[config.mk]
export PLATFORM = sky130hd
export DESIGN_NAME = gs_ex_mem_stage
export DESIGN_NICKNAME = d
export VERILOG_FILES = /design/src/rtl/gs_pkg.sv /design/src/rtl/gs_skid_buf.sv /design/src/rtl/gs_ex_mem_stage.sv
export SDC_FILE = /design/constraint.sdc
export NUM_CORES = 1
export LEC_CHECK = 0
export BUFFER_PORTS_ARGS = -buffer_cell sky130_fd_sc_hd__buf_4
export CORE_ASPECT_RATIO = 0.8
export CORE_MARGIN = 2
export CORE_UTILIZATION = 58
export CTS_CLUSTER_DIAMETER = 100
export CTS_CLUSTER_SIZE = 20
export DETAILED_ROUTE_END_ITERATION = 12
export HOLD_SLACK_MARGIN = 0.05
export PLACE_DENSITY_LB_ADDON = 0.2
export SETUP_SLACK_MARGIN = 0.02
export SYNTH_ARGS = -nofsm -noshare
export SYNTH_HDL_FRONTEND = slang
export SYNTH_SLANG_ARGS = --single-unit
export TNS_END_PERCENT = 10
[constraint.sdc]
create_clock -name clk -period 3.04 [get_ports clk]
set_input_delay 0.152 -clock clk [delete_from_list [all_inputs] [get_ports clk]]
set_output_delay 0.152 -clock clk [all_outputs]
set_load 0.03 [all_outputs]
[src/rtl/gs_pkg.sv]
// Shared types for the execute-to-memory stage: memory-op encodings,
// skid-buffer states and the payload carried downstream.
package gs_pkg;

  typedef enum logic [1:0] {
    NONE  = 2'd0,
    LOAD  = 2'd1,
    STORE = 2'd2
  } mem_op_e;

  typedef enum logic [1:0] {
    B = 2'd0,
    H = 2'd1,
    W = 2'd2
  } mem_size_e;

  typedef enum logic [1:0] {
    EMPTY = 2'd0,
    ONE   = 2'd1,
    TWO   = 2'd2
  } skid_state_e;

  typedef struct packed {
    logic [31:0] alu_data;
    logic [31:0] pc;
    logic [4:0]  rd_addr;
    logic        rd_we;
    mem_op_e     mem_op;
    mem_size_e   mem_size;
    logic [31:0] store_data;
  } ex_pkt_t;

endpackage

[src/rtl/gs_skid_buf.sv]
// Two-entry skid buffer with a registered in_ready; out_data always shows
// the oldest (main) entry, the skid entry backs it up under stall.
module gs_skid_buf
  import gs_pkg::*;
#(
  parameter type T = logic [31:0]
) (
  input  logic clk,
  input  logic rst,
  input  logic in_valid,
  output logic in_ready,
  input  T     in_data,
  output logic out_valid,
  input  logic out_ready,
  output T     out_data
);

  skid_state_e state, state_nxt;
  T            main_q, skid_q;
  logic        ready_q;
  logic        in_xfer, out_xfer;

  assign in_xfer  = in_valid && ready_q;
  assign out_xfer = out_valid && out_ready;

  always_ff @(posedge clk or negedge rst) begin
    if (!rst) begin
      state   <= EMPTY;
      ready_q <= 1'b0;
    end else begin
      state   <= state_nxt;
      ready_q <= (state_nxt != TWO);
    end
  end

  always_comb begin
    state_nxt = state;
    case (state)
      EMPTY: if (in_xfer) state_nxt = ONE;
      ONE: begin
        if (in_xfer && !out_xfer)      state_nxt = TWO;
        else if (!in_xfer && out_xfer) state_nxt = EMPTY;
      end
      TWO:     if (out_xfer) state_nxt = ONE;
      default: state_nxt = EMPTY;
    endcase
  end

  always_comb begin
    out_valid = (state != EMPTY);
    out_data  = main_q;
    in_ready  = ready_q;
  end

  // Draining from TWO promotes skid into main on the same edge to keep FIFO order.
  always_ff @(posedge clk or negedge rst) begin
    if (!rst) begin
      main_q <= '0;
      skid_q <= '0;
    end else begin
      case (state)
        EMPTY: if (in_xfer) main_q <= in_data;
        ONE: begin
          if (in_xfer && out_xfer) main_q <= in_data;
          else if (in_xfer)        skid_q <= in_data;
        end
        TWO:     if (out_xfer) main_q <= skid_q;
        default: ;
      endcase
    end
  end

endmodule

[src/rtl/gs_ex_mem_stage.sv]
// Execute-to-memory pipeline stage: buffers ALU results toward memory and
// raises a one-cycle redirect or misalignment trap for taken control flow.
module gs_ex_mem_stage
  import gs_pkg::*;
(
  input  logic        clk,
  input  logic        rst,
  input  logic        ex_valid,
  output logic        ex_ready,
  input  logic [31:0] ex_alu_data,
  input  logic        ex_br_flag,
  input  logic        ex_is_branch,
  input  logic        ex_is_jump,
  input  logic [31:0] ex_br_target,
  input  logic [31:0] ex_pc,
  input  logic [4:0]  ex_rd_addr,
  input  logic        ex_rd_we,
  input  logic [1:0]  ex_mem_op,
  input  logic [1:0]  ex_mem_size,
  input  logic [31:0] ex_store_data,
  output logic        mem_valid,
  input  logic        mem_ready,
  output ex_pkt_t     mem_pkt,
  output logic        redirect_valid,
  output logic [31:0] redirect_pc,
  output logic        misalign_trap
);

  ex_pkt_t pkt;
  logic    flush, taken, misaligned, accept, buf_in_valid;

  // Beats arriving during the redirect/trap cycle are wrong-path: consumed, never stored.
  assign flush        = redirect_valid || misalign_trap;
  assign buf_in_valid = ex_valid && !flush;
  assign accept       = ex_valid && ex_ready && !flush;

  always_comb begin
    taken          = ex_is_jump || (ex_is_branch && ex_br_flag);
    misaligned     = (ex_br_target[1:0] != 2'b00);
    pkt.alu_data   = ex_is_jump ? ex_pc + 32'd4 : ex_alu_data;
    pkt.pc         = ex_pc;
    pkt.rd_addr    = ex_rd_addr;
    pkt.rd_we      = ex_rd_we && !ex_is_branch && !(taken && misaligned);
    pkt.mem_op     = ex_is_branch ? NONE : mem_op_e'(ex_mem_op);
    pkt.mem_size   = mem_size_e'(ex_mem_size);
    pkt.store_data = ex_store_data;
  end

  always_ff @(posedge clk or negedge rst) begin
    if (!rst) begin
      redirect_valid <= 1'b0;
      redirect_pc    <= '0;
      misalign_trap  <= 1'b0;
    end else begin
      redirect_valid <= accept && taken && !misaligned;
      misalign_trap  <= accept && taken && misaligned;
      if (accept && taken && !misaligned) redirect_pc <= ex_br_target;
    end
  end

  gs_skid_buf #(
    .T(ex_pkt_t)
  ) u_skid (
    .clk      (clk),
    .rst      (rst),
    .in_valid (buf_in_valid),
    .in_ready (ex_ready),
    .in_data  (pkt),
    .out_valid(mem_valid),
    .out_ready(mem_ready),
    .out_data (mem_pkt)
  );

endmodule

==> results.sh, run 1 <==
export IMPL_status="finished clean"
export IMPL_synth_ff_type="dfrtp_1"
export IMPL_grt_pass1_vias=10467
export IMPL_grt_max_degree=120
export IMPL_drc_errors=0
export IMPL_grt_ovfl_total=0
export IMPL_rr_worst_depth=5
export IMPL_drive_gt1_share_pct=21.9
export IMPL_synthArstFlopShare_pct=100
export IMPL_antenna_found_initial=0
export IMPL_relSlewSlack_pct=47.7
export IMPL_ys_ff_latch=249
export IMPL_synthSimpleGateAreaFrac_pct=22.9
export IMPL_cp_arrival_ns=2.97
export IMPL_syn_area_mm2=0.0113
export IMPL_finalWirelength_mm=33.0
export IMPL_hold_end="u_skid.out_data[86]"
export IMPL_clkTransAtPathRegs_ns=0.09
export IMPL_critPathTopFamily="simple AND/OR/NAND/NOR gates"
export IMPL_cts_tree="built"
export IMPL_htree_num_levels=1
export IMPL_r2r_end="redirect_pc[1]"
export IMPL_path_class="register to register"
export IMPL_reg2reg_slack_ns=0.46
export IMPL_fin_skew_ns=0.0224
export IMPL_dpl_cell_area_mm2=0.0136
export IMPL_cp_start_kind="register"
export IMPL_vias_per_cell=5.67
export IMPL_drt_iter0_markers=862
export IMPL_wl_per_cell_um=17.8
export IMPL_fmax_ghz=0.388
export IMPL_portBuffers=286
export IMPL_yosys_area_share_adder_pct=0.110
export IMPL_syn_avg_cell_area_um2=9.15
export IMPL_worstSetupEndpointType="register"
export IMPL_holdCritPathClass="primary input to register"
export IMPL_tns_ns=0
export IMPL_ioPinCount=287
export IMPL_yosys_mux_area_fraction_pct=3.99
export IMPL_grt_usage_pct=32.1
export IMPL_critPathSlowestCell="dlygate4sd3_1"
export IMPL_synth_edf_count=0
export IMPL_start_util_pct=59.5
export IMPL_rsz0062_at_grt="no"
export IMPL_hpwl_mm=20.7
export IMPL_finalNetCount=1743
export IMPL_ys_types=65
export IMPL_drv_cap=0
export IMPL_ir_drop_v=0.000570
export IMPL_die_area_mm2=0.0207
export IMPL_fin_crit_sh_pct=84.7
export IMPL_holdCritStartpoint="ex_alu_data[12]"
export IMPL_synth_area_leader_cell="dfrtp_1"
export IMPL_clock_sinks=249
export IMPL_post_cts_buffers=0
export IMPL_synth_area_leaders="dfrtp_1 55%, nand2_1 13%, a31oi_1 4.1%"
export IMPL_grt_pass1_wl_mm=53.1
export IMPL_area_growth_pct=35.8
export IMPL_path_cells="nand4bb_1 > or2_1 > nor3_4 > dlygate4sd3_1 > nor2b_1"
export IMPL_die_w_um=160
export IMPL_first_pass_iters=5
export IMPL_ant_nets=0
export IMPL_critPathRequiredTime_ns=3.43
export IMPL_synth_top_cell_area_share_pct=55.0
export IMPL_placementRows=45
export IMPL_die_h_um=129
export IMPL_ys_warn_count=0
export IMPL_design_area_mm2=0.0154
export IMPL_synth_compound_area_share_pct=12.4
export IMPL_synth_top_family_by_area="simple AND/OR/NAND/NOR gates"
export IMPL_clock_latency_ns=0.50
export IMPL_report_final_slew_viol_count=0
export IMPL_timing_rr_start="redirect_valid"
export IMPL_cts_buffer_depth=3
export IMPL_min_path_cells=4
export IMPL_core_area_mm2=0.0190
export IMPL_numCtsBuffers=16
export IMPL_synth_yosys_seq_area_share_pct=55.0
export IMPL_insertedDiodeCount=0
export IMPL_routabilityCongestion=0.864
export IMPL_path_max_fanout=9
export IMPL_num_vias=10516
export IMPL_cpPeakStageDelay_ns=0.69
export IMPL_synth_cells=1238
export IMPL_final_hold_viol_count=0
export IMPL_setup_viol_count_final=0
export IMPL_cts_root_buf="clkbuf_16"
export IMPL_worst_path_buf_inv=1
export IMPL_synth_xor_area_share_pct=1.47
export IMPL_leakage_nw=7.34
export IMPL_power_density_mw_per_mm2=914
export IMPL_worst_slew_pin_slew_ns=0.784
export IMPL_finalCriticalPeriod_ns=2.58
export IMPL_syn_num_nets=1384
==> layout make-up <==
class	instances	area (um2)
sequential	249	6230
clock inverter	1	16.3
fill	1213	3650
tap	258	323
inverter	9	33.8
timing repair buffer	435	3680
clock buffer	17	425
multi-input combinational	886	4680
==> power by group <==
group	internal [W]	leakage (nW)	switching (W)
logic	0.00233	4.16	0.00385
clock network	0.00101	0.216	0.00109
registers	0.00486	2.96	0.000926
==> cell families after synthesis <==
kind of cell	count (synthesis)
flip-flops	249
buffers and inverters	103
AO/OA/AOI/OAI	226
multiplexers	41
adder cells (fa/ha/maj)	1
AND/OR/NAND/NOR	599
XOR/XNOR	19
==> per-stage QoR <==
stage | worst slack (ns) | std cells | power [W] | hold WS [ns] | utilization, %
global route | 0.374 | 1855 | 0.0148 | 0.0881 | 80.8
finish | 0.465 | 1855 | 0.0141 | 0.0593 | 80.8
CTS | 0.497 | 1855 | 0.0140 | 0.0520 | 80.8
global placement | 0.746 | 1706 | 0.0116 | 0.105 | 71.6
detailed placement | 0.580 | 1706 | 0.0118 | 0.111 | 71.6
floorplan | 0.950 | 1238 | 0.00937 | -0.144 | -
==> synth_stat cells, types with 3 or more instances <==
master and number:
a211oi_1 7, nand2b_1 4, o21ai_0 30, mux2_2 3
nand2_1 407, o22a_1 3, nor4_2 3, buf_4 9
a21oi_1 39, o22ai_1 3, nand3b_1 3, o21ai_1 25
nand3_1 12, nor4_1 4, and4_1 6, mux2_1 30
inv_1 9, a22oi_1 4, dfrtp_1 249, o211ai_1 3
nor4_4 3, xnor2_1 13, nand4_1 7, and3_1 9
nor3_1 3, a31oi_1 74, nor2_1 112, buf_2 5
xor2_1 6, nor2b_1 6, o31ai_1 7, clkbuf_1 74
mux2i_1 8, a21o_1 11, o221ai_1 6
==> layer usage <==
metal	part of all wire (%)	global-route usage, %	wire length (um)	vias up
li1	-	-	-	4869
met1	40	41.1	13200	5105
met2	49	55.3	16100	459
met3	7.6	6.54	2490	83
met4	3.6	11.3	1180	0
met5	0	0	0	-
==> cell usage in the layout (no fill, tap or decap), drive strengths merged, types with 4 or more instances in the layout <==
cell type    count
nand2          407
buf            304
dfrtp          249
dlygate4sd3    131
nor2           112
a31oi           74
o21ai           57
a21oi           39
mux2            33
clkbuf          17
xnor2           13
nand3           12
a21o            11
and3            10
nand4           10
nor4            10
inv              9
mux2i            8
a211oi           7
o221ai           7
o31ai            7
and4             6
xor2             6
nor2b            6
a22oi            4
nor3             4
nand2b           4
==> how the worst max path moves through the flow <==
stage                              start              end  depth (start not counted)
after floorplan           redirect_valid  redirect_pc[10]                          6
after global placement    redirect_valid  redirect_pc[13]                          5
after detailed placement  redirect_valid  redirect_pc[10]                          5
after CTS                 redirect_valid   redirect_pc[1]                          5
after global routing      redirect_valid   redirect_pc[1]                          5
final                     redirect_valid   redirect_pc[1]                          5
==> worst reg2reg max path, cell delays in order (launching register included) <==
cell,delay [ns]
dfrtp_1,0.40
nand4bb_1,0.46
or2_1,0.41
nor3_4,0.45
dlygate4sd3_1,0.69
nor2b_1,0.06
==> registers in the layout, indices dropped and copies added (netlist names) <==
name / cells
u_skid.out_data: 106
u_skid.skid_q: 106
redirect_pc: 32
u_skid.state: 2
misalign_trap: 1
redirect_valid: 1
u_skid.in_ready: 1
==> repair_timing <==
| item | 4_1_cts | 5_1_grt |
|---|---|---|
| resized for setup | 0 | 0 |
| hold buffers | 131 | 0 |
| hold endpoints to repair | 277 | 0 |
No activity file was read; power rests on OpenSTA's default activity.
==> run 2, diff against run 1 <==
--- a/config.mk
+++ b/config.mk
@@ -5,10 +5,11 @@
 export SDC_FILE = /design/constraint.sdc
 export NUM_CORES = 1
 export LEC_CHECK = 0
+export ABC_AREA = 1
 export BUFFER_PORTS_ARGS = -buffer_cell sky130_fd_sc_hd__buf_4
 export CORE_ASPECT_RATIO = 0.8
 export CORE_MARGIN = 2
-export CORE_UTILIZATION = 58
+export CORE_UTILIZATION = 48
 export CTS_CLUSTER_DIAMETER = 100
 export CTS_CLUSTER_SIZE = 20
 export DETAILED_ROUTE_END_ITERATION = 12
==> constraint.sdc (replaced) <==
create_clock -name clk -period 2.1 [get_ports clk]
set_input_delay 0.105 -clock clk [delete_from_list [all_inputs] [get_ports clk]]
set_output_delay 0.105 -clock clk [all_outputs]
set_load 0.03 [all_outputs]
==> results.sh, run 2 <==
export IMPL_ys_warn_count=0
export IMPL_cts_root_buf="clkbuf_16"
export IMPL_cts_buffer_depth=3
export IMPL_drv_cap=0
export IMPL_comb_power_share_pct=44.6
export IMPL_finalCriticalPeriod_ns=1.86
export IMPL_die_w_um=176
export IMPL_antenna_found_initial=0
export IMPL_relSlewSlack_pct=61.1
export IMPL_worst_slew_pin_slew_ns=0.583
export IMPL_finalNetCount=1971
export IMPL_grt_pass1_wl_mm=53.6
export IMPL_status="finished clean"
export IMPL_ant_nets=0
export IMPL_synthArstFlopShare_pct=100
export IMPL_vias_per_cell=5.08
export IMPL_final_cell_mix="606 x nand2_1, 295 x buf_4, 249 x dfrtp_1, 178 x nor2_1, 142 x dlygate4sd3_1"
export IMPL_finalWirelength_mm=33.5
export IMPL_synth_area_leaders="dfrtp_1 55%, nand2_1 20%, nor2_1 5.9%"
export IMPL_routabilityCongestion=0.878
export IMPL_drive_gt1_share_pct=18.6
export IMPL_dp_cells=1977
export IMPL_fmax_ghz=0.539
export IMPL_holdCritPathClass="primary input to asynchronous set/reset pin"
export IMPL_synth_top_cell_area_share_pct=55.2
export IMPL_fin_crit_sh_pct=88.4
export IMPL_power_density_mw_per_mm2=1310
export IMPL_ys_types=24
export IMPL_hpwl_mm=21.9
export IMPL_grt_pass1_vias=10548
export IMPL_insertedDiodeCount=0
export IMPL_multiInputGateArea_mm2=0.00447
export IMPL_rr_worst_depth=8
export IMPL_p_clk_share_pct=14.9
export IMPL_drt_iter0_markers=901
export IMPL_final_hold_viol_count=0
export IMPL_ys_ff_latch=249
export IMPL_swShare_pct=42.0
export IMPL_leakage_nw=7.82
export IMPL_fin_cells=2137
export IMPL_synth_yosys_seq_area_share_pct=55.2
export IMPL_grt_usage_pct=26.7
export IMPL_die_h_um=141
export IMPL_core_area_mm2=0.0233
export IMPL_fin_skew_ns=0.0130
export IMPL_pwr_share_seq_pct=40.5
export IMPL_clock_latency_ns=0.50
export IMPL_num_vias=10861
export IMPL_dpl_cell_area_mm2=0.0138
export IMPL_portBuffers=286
export IMPL_first_pass_iters=8
export IMPL_report_final_slew_viol_count=0
export IMPL_clkTransAtPathRegs_ns=0.08
export IMPL_wl_per_cell_um=15.7
export IMPL_final_common_cell="nand2_1"
export IMPL_grt_ovfl_total=0
export IMPL_numCtsBuffers=16
export IMPL_area_growth_pct=38.6
export IMPL_syn_area_mm2=0.0113
export IMPL_synthTopCellsByCount="606 x nand2_1, 249 x dfrtp_1, 178 x nor2_1"
export IMPL_path_max_fanout=49
export IMPL_synth_area_leader_cell="dfrtp_1"
export IMPL_reg2reg_slack_ns=0.24
export IMPL_ir_drop_v=0.00117
export IMPL_synth_edf_count=0
export IMPL_placementRows=50
export IMPL_post_cts_resized=0
export IMPL_timing_rr_start="u_skid.state[1]"
export IMPL_grt_max_degree=100
export IMPL_fillers=1896
export IMPL_die_area_mm2=0.0248
export IMPL_rsz0062_at_grt="no"
export IMPL_tns_ns=0
export IMPL_critPathRequiredTime_ns=2.48
export IMPL_switching_power_w=0.00865
export IMPL_internal_power_w=0.0119
export IMPL_seq_area_mm2=0.00623
export IMPL_fin_util_pct=67.3
export IMPL_start_util_pct=48.5
export IMPL_worstSetupEndpointType="register"
export IMPL_cp_start_kind="register"
export IMPL_synthMostInstantiatedCell="nand2_1"
export IMPL_drc_errors=0
export IMPL_synth_ff_type="dfrtp_1"
export IMPL_htree_num_levels=1
export IMPL_ioPinCount=287
export IMPL_r2r_end="u_skid.out_data[78]"
export IMPL_clock_sinks=249
export IMPL_syn_num_nets=1584
export IMPL_cp_arrival_ns=2.24
export IMPL_cts_tree="built"
export IMPL_post_cts_buffers=0
export IMPL_setup_viol_count_final=0
export IMPL_synth_cells=1438
export IMPL_path_class="register to register"
export IMPL_design_area_mm2=0.0157
export IMPL_syn_avg_cell_area_um2=7.86
-- run 2: cell count changes in the layout (fill, tap and decap cells not counted), moves of 22 or more --
cell / previous run / this run
a31oi_1: 74 / 97
inv_1: 9 / 54
mux2_1: 30 / 0
nand2_1: 406 / 606
nand3_1: 12 / 51
nor2_1: 111 / 178
o21ai_0: 30 / 63
o21ai_1: 25 / 3
-- run 2: how the worst max path moves through the flow --
stage	slack [ns]	endpoint	from	cells after the start
after detailed placement	0.28	u_skid.out_data[36]	u_skid.state[1]	8
after CTS	0.27	u_skid.out_data[21]	u_skid.state[1]	8
after global routing	0.07	u_skid.out_data[78]	u_skid.state[1]	8
final	0.24	u_skid.out_data[78]	u_skid.state[1]	8
after floorplan	0.54	u_skid.out_data[36]	misalign_trap	8
after global placement	0.33	u_skid.out_data[79]	u_skid.state[1]	8
-- run 2: per-layer routing --
metal / GRT usage (%) / vias up / share of wire [%]
met1: 36.9 / 5083 / 44
met4: 8.31 / 0 / 3.0
met3: 4.91 / 54 / 6.8
met2: 43.1 / 384 / 46
met5: 0 / - / 0
li1: - / 5340 / -
-- run 2: kinds of logic (layout without fill, tap and decap cells) --
family | Yosys count | in the layout | share of synthesized area (%)
adder cells (fa/ha/maj) | 1 | 1 | 0.111
XOR/XNOR | 4 | 4 | 0.310
flip-flops | 249 | 249 | 55.2
AO/OA/AOI/OAI | 197 | 197 | 9.97
buffers and inverters | 141 | 528 | 5.43
AND/OR/NAND/NOR | 846 | 846 | 29.0
-- run 2: power groups by stage --
| stage | registers, W | logic, W | clock network [W] |
|---|---|---|---|
| 4_1_cts | 0.00830 | 0.00920 | 0.00315 |
| 2_1_floorplan | 0.0105 | 0.00327 | 0 |
| 3_3_place_gp | 0.00833 | 0.00876 | 0 |
| 3_5_place_dp | 0.00838 | 0.00897 | 0 |
| 5_1_grt | 0.00858 | 0.00997 | 0.00332 |
| 6_report | 0.00833 | 0.00918 | 0.00307 |
-- run 2: layout make-up --
type / count / area share [%]
sequential: 249 / 39.8
multi-input combinational: 1048 / 28.6
timing repair buffer: 450 / 24.9
clock buffer: 17 / 2.72
tap: 312 / 2.49
inverter: 60 / 1.47
clock inverter: 1 / 0.104
-- run 2: worst max-delay path, stage by stage (launching register included) --
cell and delay (ns):
dfrtp_1 0.47, nor2_1 0.18, nor2_1 0.06, a21oi_1 0.22
o21ai_4 0.10, buf_4 0.32, a21oi_1 0.18, o21ai_0 0.10
o21a_1 0.12
-- run 2: through the flow --
| stage | total power, W | worst slack (ns) | hold WS, ns |
|---|---|---|---|
| after floorplan | 0.0138 | 0.538 | -0.191 |
| after global placement | 0.0171 | 0.332 | 0.103 |
| after detailed placement | 0.0173 | 0.282 | 0.108 |
| after CTS | 0.0206 | 0.267 | 0.183 |
| after global routing | 0.0219 | 0.0664 | 0.201 |
| final | 0.0206 | 0.244 | 0.154 |
-- run 2: timing repair --
| item | 4_1_cts | 5_1_grt |
|---|---|---|
| hold buffers | 142 | 0 |
| setup endpoints to repair | 0 | 0 |
| hold endpoints to repair | 317 | 0 |
